$ cat src/rtl/corrector_hamming.sv
// Hamming SECDED(8,4) corrector: two-stage pipeline with valid/ready flow.
// Stage 1 registers the codeword with its syndrome and global parity.
// Stage 2 classifies the word, fixes a single-bit error and presents
// the data word, syndrome and error flags downstream.
//
// Ports:
//   clk, rst          - clock, asynchronous active-high reset
//   palabra_in        - codeword {p0,p1,w0,p2,w1,w2,w3,g0}
//   in_valid/in_ready - input handshake
//   dato_out          - decoded data {w0,w1,w2,w3}
//   sindrome_out      - syndrome {s2,s1,s0}
//   error_simple      - single error found and corrected
//   error_doble       - double error found, not corrected
//   posicion_out      - Hamming position of corrected bit (0 = none)
//   out_valid/out_ready - output handshake
//   clr_cnt, cnt_simple, cnt_doble - error counters (SECDED_CNT_EN only)
//
// Optional macro SECDED_CNT_EN adds saturating error counters.

module corrector_hamming #(
    parameter int CNT_W = 8
) (
    input  logic             clk,
    input  logic             rst,
    input  logic [7:0]       palabra_in,
    input  logic             in_valid,
    output logic             in_ready,
`ifdef SECDED_CNT_EN
    input  logic             clr_cnt,
    output logic [CNT_W-1:0] cnt_simple,
    output logic [CNT_W-1:0] cnt_doble,
`endif
    output logic [3:0]       dato_out,
    output logic [2:0]       sindrome_out,
    output logic             error_simple,
    output logic             error_doble,
    output logic [3:0]       posicion_out,
    output logic             out_valid,
    input  logic             out_ready
);

    if (CNT_W < 1) begin : g_bad_cnt_w
        $error("CNT_W must be at least 1");
    end

    // Stage 1 state
    logic       s1_valid_q, s1_valid_d;
    logic [7:0] s1_word_q, s1_word_d;
    logic [2:0] s1_syn_q, s1_syn_d;
    logic       s1_g_q, s1_g_d;

    // Stage 2 (output) state
    logic       s2_valid_q, s2_valid_d;
    logic [3:0] dato_q, dato_d;
    logic [2:0] syn_q, syn_d;
    logic       es_q, es_d;
    logic       ed_q, ed_d;
    logic [3:0] pos_q, pos_d;

    logic       adv2;
    logic       accept;
    logic [7:0] flip_mask;
    logic [7:0] corr_word;

    assign adv2     = !s2_valid_q || out_ready;
    assign in_ready = !rst && (!s1_valid_q || adv2);
    assign accept   = in_valid && in_ready;

    // Position k of the codeword lives at bit (8-k).
    always_comb begin
        s1_valid_d = s1_valid_q;
        s1_word_d  = s1_word_q;
        s1_syn_d   = s1_syn_q;
        s1_g_d     = s1_g_q;
        if (in_ready) begin
            s1_valid_d = in_valid;
        end
        if (accept) begin
            s1_word_d   = palabra_in;
            s1_syn_d[0] = palabra_in[7] ^ palabra_in[5]
                        ^ palabra_in[3] ^ palabra_in[1];
            s1_syn_d[1] = palabra_in[6] ^ palabra_in[5]
                        ^ palabra_in[2] ^ palabra_in[1];
            s1_syn_d[2] = palabra_in[4] ^ palabra_in[3]
                        ^ palabra_in[2] ^ palabra_in[1];
            s1_g_d      = ^palabra_in;
        end
    end

    // One-hot mask selecting the bit at position S (1..7).
    always_comb begin
        flip_mask = '0;
        for (int k = 1; k <= 7; k++) begin
            flip_mask[8-k] = (s1_syn_q == 3'(k));
        end
    end

    always_comb begin
        s2_valid_d = s2_valid_q;
        dato_d     = dato_q;
        syn_d      = syn_q;
        es_d       = es_q;
        ed_d       = ed_q;
        pos_d      = pos_q;
        corr_word  = s1_word_q;
        if (adv2) begin
            s2_valid_d = s1_valid_q;
        end
        if (adv2 && s1_valid_q) begin
            syn_d = s1_syn_q;
            es_d  = 1'b0;
            ed_d  = 1'b0;
            pos_d = 4'd0;
            case ({s1_syn_q != 3'd0, s1_g_q})
                2'b01: begin
                    // Only g0 flipped: data bits are intact.
                    es_d  = 1'b1;
                    pos_d = 4'd8;
                end
                2'b11: begin
                    corr_word = s1_word_q ^ flip_mask;
                    es_d      = 1'b1;
                    pos_d     = {1'b0, s1_syn_q};
                end
                2'b10: begin
                    ed_d = 1'b1;
                end
                default: begin
                end
            endcase
            dato_d = {corr_word[5], corr_word[3],
                      corr_word[2], corr_word[1]};
        end
    end

    always_ff @(posedge clk or posedge rst) begin
        if (rst) begin
            s1_valid_q <= 1'b0;
            s1_word_q  <= '0;
            s1_syn_q   <= '0;
            s1_g_q     <= 1'b0;
            s2_valid_q <= 1'b0;
            dato_q     <= '0;
            syn_q      <= '0;
            es_q       <= 1'b0;
            ed_q       <= 1'b0;
            pos_q      <= '0;
        end else begin
            s1_valid_q <= s1_valid_d;
            s1_word_q  <= s1_word_d;
            s1_syn_q   <= s1_syn_d;
            s1_g_q     <= s1_g_d;
            s2_valid_q <= s2_valid_d;
            dato_q     <= dato_d;
            syn_q      <= syn_d;
            es_q       <= es_d;
            ed_q       <= ed_d;
            pos_q      <= pos_d;
        end
    end

    assign out_valid    = s2_valid_q;
    assign dato_out     = dato_q;
    assign sindrome_out = syn_q;
    assign error_simple = es_q;
    assign error_doble  = ed_q;
    assign posicion_out = pos_q;

`ifdef SECDED_CNT_EN
    logic [CNT_W-1:0] cnt_simple_q, cnt_simple_d;
    logic [CNT_W-1:0] cnt_doble_q, cnt_doble_d;
    logic             xfer;

    assign xfer = s2_valid_q && out_ready;

    // Clear wins over increment; counters stick at all-ones.
    always_comb begin
        cnt_simple_d = cnt_simple_q;
        cnt_doble_d  = cnt_doble_q;
        if (clr_cnt) begin
            cnt_simple_d = '0;
            cnt_doble_d  = '0;
        end else if (xfer) begin
            if (es_q && cnt_simple_q != '1) begin
                cnt_simple_d = cnt_simple_q + 1'b1;
            end
            if (ed_q && cnt_doble_q != '1) begin
                cnt_doble_d = cnt_doble_q + 1'b1;
            end
        end
    end

    always_ff @(posedge clk or posedge rst) begin
        if (rst) begin
            cnt_simple_q <= '0;
            cnt_doble_q  <= '0;
        end else begin
            cnt_simple_q <= cnt_simple_d;
            cnt_doble_q  <= cnt_doble_d;
        end
    end

    assign cnt_simple = cnt_simple_q;
    assign cnt_doble  = cnt_doble_q;
`endif

endmodule

$ cat config.mk
export PLATFORM = sky130hd
export DESIGN_NAME = corrector_hamming
export DESIGN_NICKNAME = d
export VERILOG_FILES = /design/src/rtl/corrector_hamming.sv
export SDC_FILE = /design/constraint.sdc
export NUM_CORES = 1
export LEC_CHECK = 0
export BUFFER_PORTS_ARGS = -buffer_cell sky130_fd_sc_hd__buf_2
export CORE_UTILIZATION = 44
export CTS_CLUSTER_SIZE = 10
export DETAILED_ROUTE_END_ITERATION = 12
export PLACE_DENSITY_LB_ADDON = 0.3
export SLEW_MARGIN = 5
export SYNTH_ARGS = -nofsm -noshare
export SYNTH_HDL_FRONTEND = slang
export SYNTH_SLANG_ARGS = --single-unit
$ cat constraint.sdc
create_clock -name clk -period 3.2 [get_ports clk]
set_input_delay 0.48 -clock clk [delete_from_list [all_inputs] [get_ports clk]]
set_output_delay 0.48 -clock clk [all_outputs]
set_load 0.02 [all_outputs]
==> results of run 1 <==
cells in the final DEF, fill, tap and decap left out, types with 2 or more instances in the layout:
master / count
dfrtp_1: 23
xnor2_1: 8
buf_2: 26
nand2_1: 16
nand4_1: 2
xor2_1: 5
clkbuf_4: 3
o21ai_1: 9
mux2_1: 10
nand2b_1: 2
inv_1: 2
cells by family (layout without fill, tap and decap cells):
kind of cell              Yosys count  in the layout  share of synthesized area [%]
buffers and inverters               6             32                           2.49
xor gates and xnor gates           15             15                           13.9
muxes                              11             11                           11.6
DFF                                23             23                           54.5
AOI/OAI and AO/OA                  12             12                           6.28
and+or+nand+nor                    25             25                           11.3
sequential cells by signal (all words and copies together) (netlist names):
register / count
s1_g_q: 1
posicion_out: 4
s1_word_q: 4
out_valid: 1
sindrome_out: 3
s1_syn_q: 3
s1_valid_q: 1
dato_out: 4
error_simple: 1
error_doble: 1
routing by layer:
metal,part of all wire (%),global-route usage [%],vias up
met5,0,0,-
met1,49,20.2,328
met4,0.79,5.56,0
li1,-,-,363
met2,46,23.0,16
met3,3.8,2.68,2
power by group through the flow:
| stage | clock network [W] | registers [W] | logic, W |
|---|---|---|---|
| 2_1_floorplan | 0 | 0.000564 | 0.000189 |
| 3_3_place_gp | 0 | 0.000491 | 0.000373 |
| 3_5_place_dp | 0 | 0.000499 | 0.000379 |
| 4_1_cts | 0.000136 | 0.000492 | 0.000379 |
| 5_1_grt | 0.000146 | 0.000510 | 0.000410 |
| 6_report | 0.000131 | 0.000489 | 0.000373 |
per-stage QoR:
step | hold slack (ns) | util [%] | instance area (um^2) | instances | worst slack (ns)
2_1_floorplan | 0.482 | - | 1060 | 92 | 1.65
3_3_place_gp | 0.465 | 53.8 | 1200 | 142 | 1.48
3_5_place_dp | 0.472 | 53.8 | 1200 | 142 | 1.44
4_1_cts | 0.381 | 55.0 | 1230 | 146 | 1.50
5_1_grt | 0.434 | 55.0 | 1230 | 146 | 1.44
6_report | 0.360 | 55.0 | 1230 | 146 | 1.51
layout make-up:
type                    instances  share of cell area (%)
flip-flops and latches         23                    46.8
multi-input cells              63                    37.0
repair buffers                 26                    10.6
well taps                      28                    2.85
clock buffers                   4                    2.14
inverters                       2                   0.611
how the worst min path moves through the flow:
stage,start,end,slack [ns],cells after the start
6_report,rst,s1_syn_q[2],0.36,2
5_1_grt,palabra_in[2],s1_word_q[2],0.43,2
4_1_cts,rst,s1_valid_q,0.38,2
3_5_place_dp,dato_out[1],dato_out[1],0.47,2
3_3_place_gp,error_doble,error_doble,0.47,2
2_1_floorplan,rst,dato_out[0],0.48,1
==> summary.md, run 1 <==
| Metric | Value |
|---|---|
| Status | complete, no violations |
| Vias/cell | 4.86 |
| Final setup violation count | 0 |
| Routed WL | 1.65 mm |
| Detailed-route DRC error count | 0 |
| Worst-path cell chain | nor2b_1 -> a21oi_2 -> buf_2 |
| Yosys top cell area share | 54.5% |
| Detailed Place HPWL | about 1.3 mm |
| Dominant cell type by area after synthesis | dfrtp_1 |
| Origin of the critical flop-to-flop path | out_valid |
| Total net switching power | 0.000394 W |
| Post-route ant nets | 0 |
| Asr flop ratio synth | 100% |
| RSZ-0062 raised after global routing | no |
| Max-cap violations | 0 |
| Multi-input gate area | ~450 um^2 |
| Avg WL per Cell | approximately 11 um |
| Setup TNS | 0 ns |
| Reg area | ~580 um^2 |
| Worst r2r path cells | 3 |
| Clock tree from TritonCTS | built |
| Die Height | 51.0 um |
| Port bufs | 26 |
| Worst slew pin tran | 0.850 ns |
| Syn Area/Cell | 11.5 um^2 |
| Post-CTS resize count | 0 |
| Clock-pin slew on the worst setup and hold paths | 0.12 ns |
| Max incr delay on CP | 0.40 ns |
| Sequential fraction of the synthesis area | a little over half |
| Slowest stage cell, crit path | dfrtp_1 |
| Sw Share | 39.7% |
| Critical path data arrival time | ~1.2 ns |
| Final hold vios | 0 |
| Worst Hold Class | in2async |
| Synth Register Bits | 23 |
| Share of cells above drive strength 1 | 28.0% |
| Area Growth Syn to Fin | 16.4% |
| Yosys cell types | 22 |
| # nets final | 131 |
| Maximum root-to-sink buffer count | 2 |
| CP Capture Type | primary output |
| # fillers | around 220 |
| Required time of the critical path | 2.72 ns |
| Post-CTS Setup Repair Bufs | 0 |
| Total track usage | 14.7% |
| Number of global-route vias before repair | 653 |
| Worst R2R End | sindrome_out[1] |
| Crit. Startpoint | out_valid |
| Top cells by area, synth | dfrtp_1, mux2_1, xnor2_1, nand2_1, o21ai_1 |
| Critical path class | reg2out |
| Worst-Skew Late Latency | roughly 0.30 ns |
| Die width | 51.0 um |
| Slew HR | 43.3% |
| Period utilization | 52.8% |
| Core area | 0.00223 mm^2 |
| Total power | 0.000993 W |
| Fin crit period | 1.69 ns |
| PwrDens | 808 mW/mm^2 |
| Setup crit end | in_ready |
| Setup Skew | 0.00249 ns |
| Post-Syn Area | 0.00106 mm^2 |
| GPL Wtd Cong | 0.694 |
| Row count | 17 |
| Io pins | 27 |
| Clock Tree Root | clkbuf_4 |
| Leak pwr | around 0.58 nW |
| TritonCTS Sinks | 23 |
| H-tree depth | 1 |
| Fmax | 592 MHz |
| Vias | slightly above 700 |
| Int Pwr | approximately 0.00060 W |
| Max Slew Vio Count | 0 |
| Synth top cells by count | dfrtp_1, nand2_1, mux2_1 |
| 1st-iter DRT viols | 4 |
| Post-synth EDFFs | 0 |
| First-pass GRT wire length | 2.85 mm |
| Flop pwr share | ~49% |
| Die ar. | 0.00260 mm^2 |
| Critical path's top delay family | flip-flops |
| Synth Warn # | 0 |
| Antenna cells | 0 |
| Starting Density | 47.3% |
| Type of origin of the critical path | flop |
| Largest net degree at the start of global routing | 24 |
| Maximum fanout along the worst path | 3 |
| Peak VDD IR | about 0.00034 V |
| R2R setup slack | 1.74 ns |
| GRT Residual Overflow | 0 |
| Syn nets | 104 |
| Clock power frac | 13.2% |
| Stages on the worst setup path | 3 |
| Buf+Inv Stages, Crit Path | 1 |
| Hold_buf cts | 0 |
| DR pass1 iterations | 4 |
| TritonCTS Buffers | 3 |
| Combinational power share | 37.6% |
| Initial antenna violation count | 0 |
| Most used flip-flop cell after synthesis | dfrtp_1 |
| Post-synthesis cell count | 92 |
| Top-count cell post-synth | dfrtp_1 |
Power figures use the tool's default switching activity.
==> run 2: changes to the inputs <==
- ABC_AREA: unset -> 1
- clock period: 3.2 -> 1.5 ns (I/O delays scaled with it)
==> run 2 against run 1 <==
Critical path depth up 3; hold slack worse by 0.21 ns; count of clock-buffer cells in the layout down 1.
==> summary.md, run 2 <==
| Metric | Value |
|---|---|
| Hold Worst Slack | 0.149 ns (was 0.360 ns) |
| Die width | 55.2 um (was 51.0 um) |
| RSZ-0062 raised after global routing | no (unchanged) |
| Worst r2r path cells | 7 (was 3) |
| Period utilization | 94.5% |
| First-pass GRT wire length | 3.86 mm (was 2.85 mm) |
| Syn nets | 165 (was 104) |
| Core area | 0.00257 mm^2 (was 0.00223 mm^2) |
| Max Slew Vio Count | 0 (unchanged) |
| PwrDens | 1310 mW/mm^2 (was 808 mW/mm^2) |
| Required time of the critical path | 1.27 ns (was 2.72 ns) |
| TritonCTS Buffers | 3 (unchanged) |
| Post-route cell area | 0.00144 mm^2 (was 0.00123 mm^2) |
| Top cells by area, synth | dfrtp_1, nand2_1, o21ai_2, inv_1, xnor2_1 (was dfrtp_1, mux2_1, xnor2_1, nand2_1, o21ai_1) |
| Largest net degree at the start of global routing | 24 (unchanged) |
| Clock tree from TritonCTS | built (unchanged) |
| GRT Residual Overflow | 0 (unchanged) |
| Slew HR | 75.5% (was 43.3%) |
| Worst setup margin | 0.0822 ns (was 1.51 ns) |
| Commonest non-fill, non-tap cells in the layout | nand2_1, buf_2, dfrtp_1 (was buf_2, dfrtp_1, nand2_1) |
| Area Growth Syn to Fin | 15.6% (was 16.4%) |
| Share of cells above drive strength 1 | 29.1% (was 28.0%) |
| Worst-path cell chain | dlygate4sd3_1 -> buf_2 -> inv_1 -> nand2_2 -> inv_2 -> buf_6 (was nor2b_1 -> a21oi_2 -> buf_2) |
| Maximum root-to-sink buffer count | 2 (unchanged) |
| Clock Tree Root | clkbuf_4 (unchanged) |
| Setup TNS | 0 ns (unchanged) |
| Final setup violation count | 0 (unchanged) |
| Worst slew pin tran | 0.366 ns (was 0.850 ns) |
| Post-Syn Area | 0.00125 mm^2 (was 0.00106 mm^2) |
| Post-route ant nets | 0 (unchanged) |
| Row count | 18 (was 17) |
| Detailed Place HPWL | 1.71 mm (was 1.27 mm) |
| Sequential fraction of the synthesis area | 46.2% (was 54.5%) |
| Synth Warn # | 0 (unchanged) |
| Pre-CTS WS | 0.240 ns (was 1.44 ns) |
| Clock-pin slew on the worst setup and hold paths | 0.12 ns (about the same) |
| GPL Wtd Cong | 0.715 (was 0.694) |
| R2R setup slack | 0.19 ns (was 1.74 ns) |
| Vias | 1020 (was 709) |
| Fmax | 705 MHz |
| Area after DPL | 0.00139 mm^2 (was 0.00120 mm^2) |
| Io pins | 27 (unchanged) |
| Dominant cell type by area after synthesis | dfrtp_1 (unchanged) |
| Maximum fanout along the worst path | 2 (was 3) |
| Detailed-route DRC error count | 0 (unchanged) |
| Setup Skew | 0.00125 ns (was 0.00249 ns) |
| Syn Area/Cell | 8.15 um^2 (was 11.5 um^2) |
| Max incr delay on CP | 0.53 ns (was 0.40 ns) |
| Type of origin of the critical path | input pin (was flop) |
| Avg WL per Cell | 10.2 um (was 11.3 um) |
| Finished Core Util | 56.1% (was 55.0%) |
| Fin crit period | 1.42 ns |
| Vias/cell | 4.81 (was 4.86) |
| Starting Density | 48.5% (was 47.3%) |
| Worst Hold Class | in2reg (was in2async) |
| Post-synth EDFFs | 0 (unchanged) |
| Asr flop ratio synth | 100% (unchanged) |
| 1st-iter DRT viols | 24 (was 4) |
| Worst Hold Depth | 2 |
| Slowest stage cell, crit path | dlygate4sd3_1 (was dfrtp_1) |
| CP Capture Type | primary output (unchanged) |
| Peak VDD IR | 0.000736 V (was 0.000339 V) |
| Final hold vios | 0 (unchanged) |
| Port bufs | 26 (unchanged) |
| Worst-Skew Late Latency | 0.31 ns (was 0.30 ns) |
| Yosys cell types | 23 (was 22) |
| Buf+Inv Stages, Crit Path | 5 (was 1) |
| Number of global-route vias before repair | 956 (was 653) |
| H-tree depth | 1 (unchanged) |
| Die ar. | 0.00305 mm^2 (was 0.00260 mm^2) |
| Top-count cell post-synth | nand2_1 (was dfrtp_1) |
| Critical path's top delay family | buffers and inverters (was flip-flops) |
| TritonCTS Sinks | 23 (unchanged) |
| Total track usage | 15.9% (was 14.7%) |
| # nets final | 195 (was 131) |
| Yosys top cell area share | 46.2% (was 54.5%) |
| Post-synthesis cell count | 153 (was 92) |
| Status | complete, no violations (unchanged) |
| Stages on the worst setup path | 6 (was 3) |
| Critical path class | in2out (was reg2out) |
| Max-cap violations | 0 (unchanged) |
| Die Height | 55.2 um (was 51.0 um) |
| Most used flip-flop cell after synthesis | dfrtp_1 (unchanged) |
| Initial antenna violation count | 0 (unchanged) |
| DR pass1 iterations | 4 (unchanged) |
| Synth top cells by count | nand2_1, dfrtp_1, inv_1 (was dfrtp_1, nand2_1, mux2_1) |
| Synth Register Bits | 23 (unchanged) |
| Leak pwr | 0.783 nW (was 0.575 nW) |
| Commonest non-fill, non-tap cell in the layout | nand2_1 (was buf_2) |
| Routed WL | 2.16 mm (was 1.65 mm) |
| Critical path data arrival time | 1.19 ns (was 1.21 ns) |
| Antenna cells | 0 (unchanged) |
run 2: cell count changes after synthesis, sizes merged, moves of 2 or more:
cell	before	now
inv	2	19
nand2b	2	0
mux2	10	0
xnor2	9	6
nor3	1	3
nor2	0	7
o21ai	10	18
nand2	17	61
nand3	0	4
run 2: worst register-to-register path: cells and delay by family (launching register included):
kind,cells,cell delay [ns]
AO/OA/AOI/OAI,2,0.16
AND/OR/NAND/NOR,3,0.38
buffers and inverters,2,0.31
flip-flops,1,0.40
run 2: routing by layer:
layer	up-vias	GRT usage, %	part of all wire [%]
li1	529	-	-
met1	460	18.0	45
met2	27	28.7	50
met3	4	2.11	3.1
met4	0	8.57	1.9
met5	-	0	0
run 2: area by class of cell:
class,count,area (um^2)
Inverter,19,73.8
Sequential cell,23,576
Clock inverter,1,5.00
Tap cell,30,37.5
Fill cell,252,1130
Multi-Input combinational cell,108,572
Clock buffer,3,22.5
Timing Repair Buffer,28,154
run 2: power by group:
group / leakage, nW / switching (W) / internal [W] / total [W]
registers: 0.289 / 0.000115 / 0.000785 / 0.000899
logic: 0.477 / 0.000456 / 0.000251 / 0.000707
clock network: 0.0177 / 0.000185 / 0.0000997 / 0.000285
total: 0.783 / 0.000755 / 0.00114 / 0.00189
run 2: worst paths after layout:
path                         startpoint              end
setup / recovery                    rst         in_ready
hold reg to reg            error_simple     error_simple
min in group asynchronous           rst      dato_out[3]
setup reg to reg              out_valid      error_doble
max in group asynchronous           rst  posicion_out[2]
hold / removal                out_ready        out_valid
run 2: cells by family after synthesis:
family	count (synthesis)	share of synthesized area [%]
and+or+nand+nor	77	26.7
DFF	23	46.2
buffers and inverters	22	8.33
AOI/OAI and AO/OA	20	11.0
xor gates and xnor gates	11	7.73
run 2: timing repair:
| action | in CTS | in global routing |
|---|---|---|
| endpoints found under the hold margin | 23 | 0 |
| setup buffers | 0 | 0 |
| endpoints found under the setup margin | 0 | 1 |
| hold buffers | 1 | 0 |
| resized for setup | 0 | 4 |
run 2: through the flow:
stage	power [W]	cells
4_1_cts	0.00192	212
3_3_place_gp	0.00159	207
3_5_place_dp	0.00162	207
6_report	0.00189	212
5_1_grt	0.00202	212
2_1_floorplan	0.00141	153
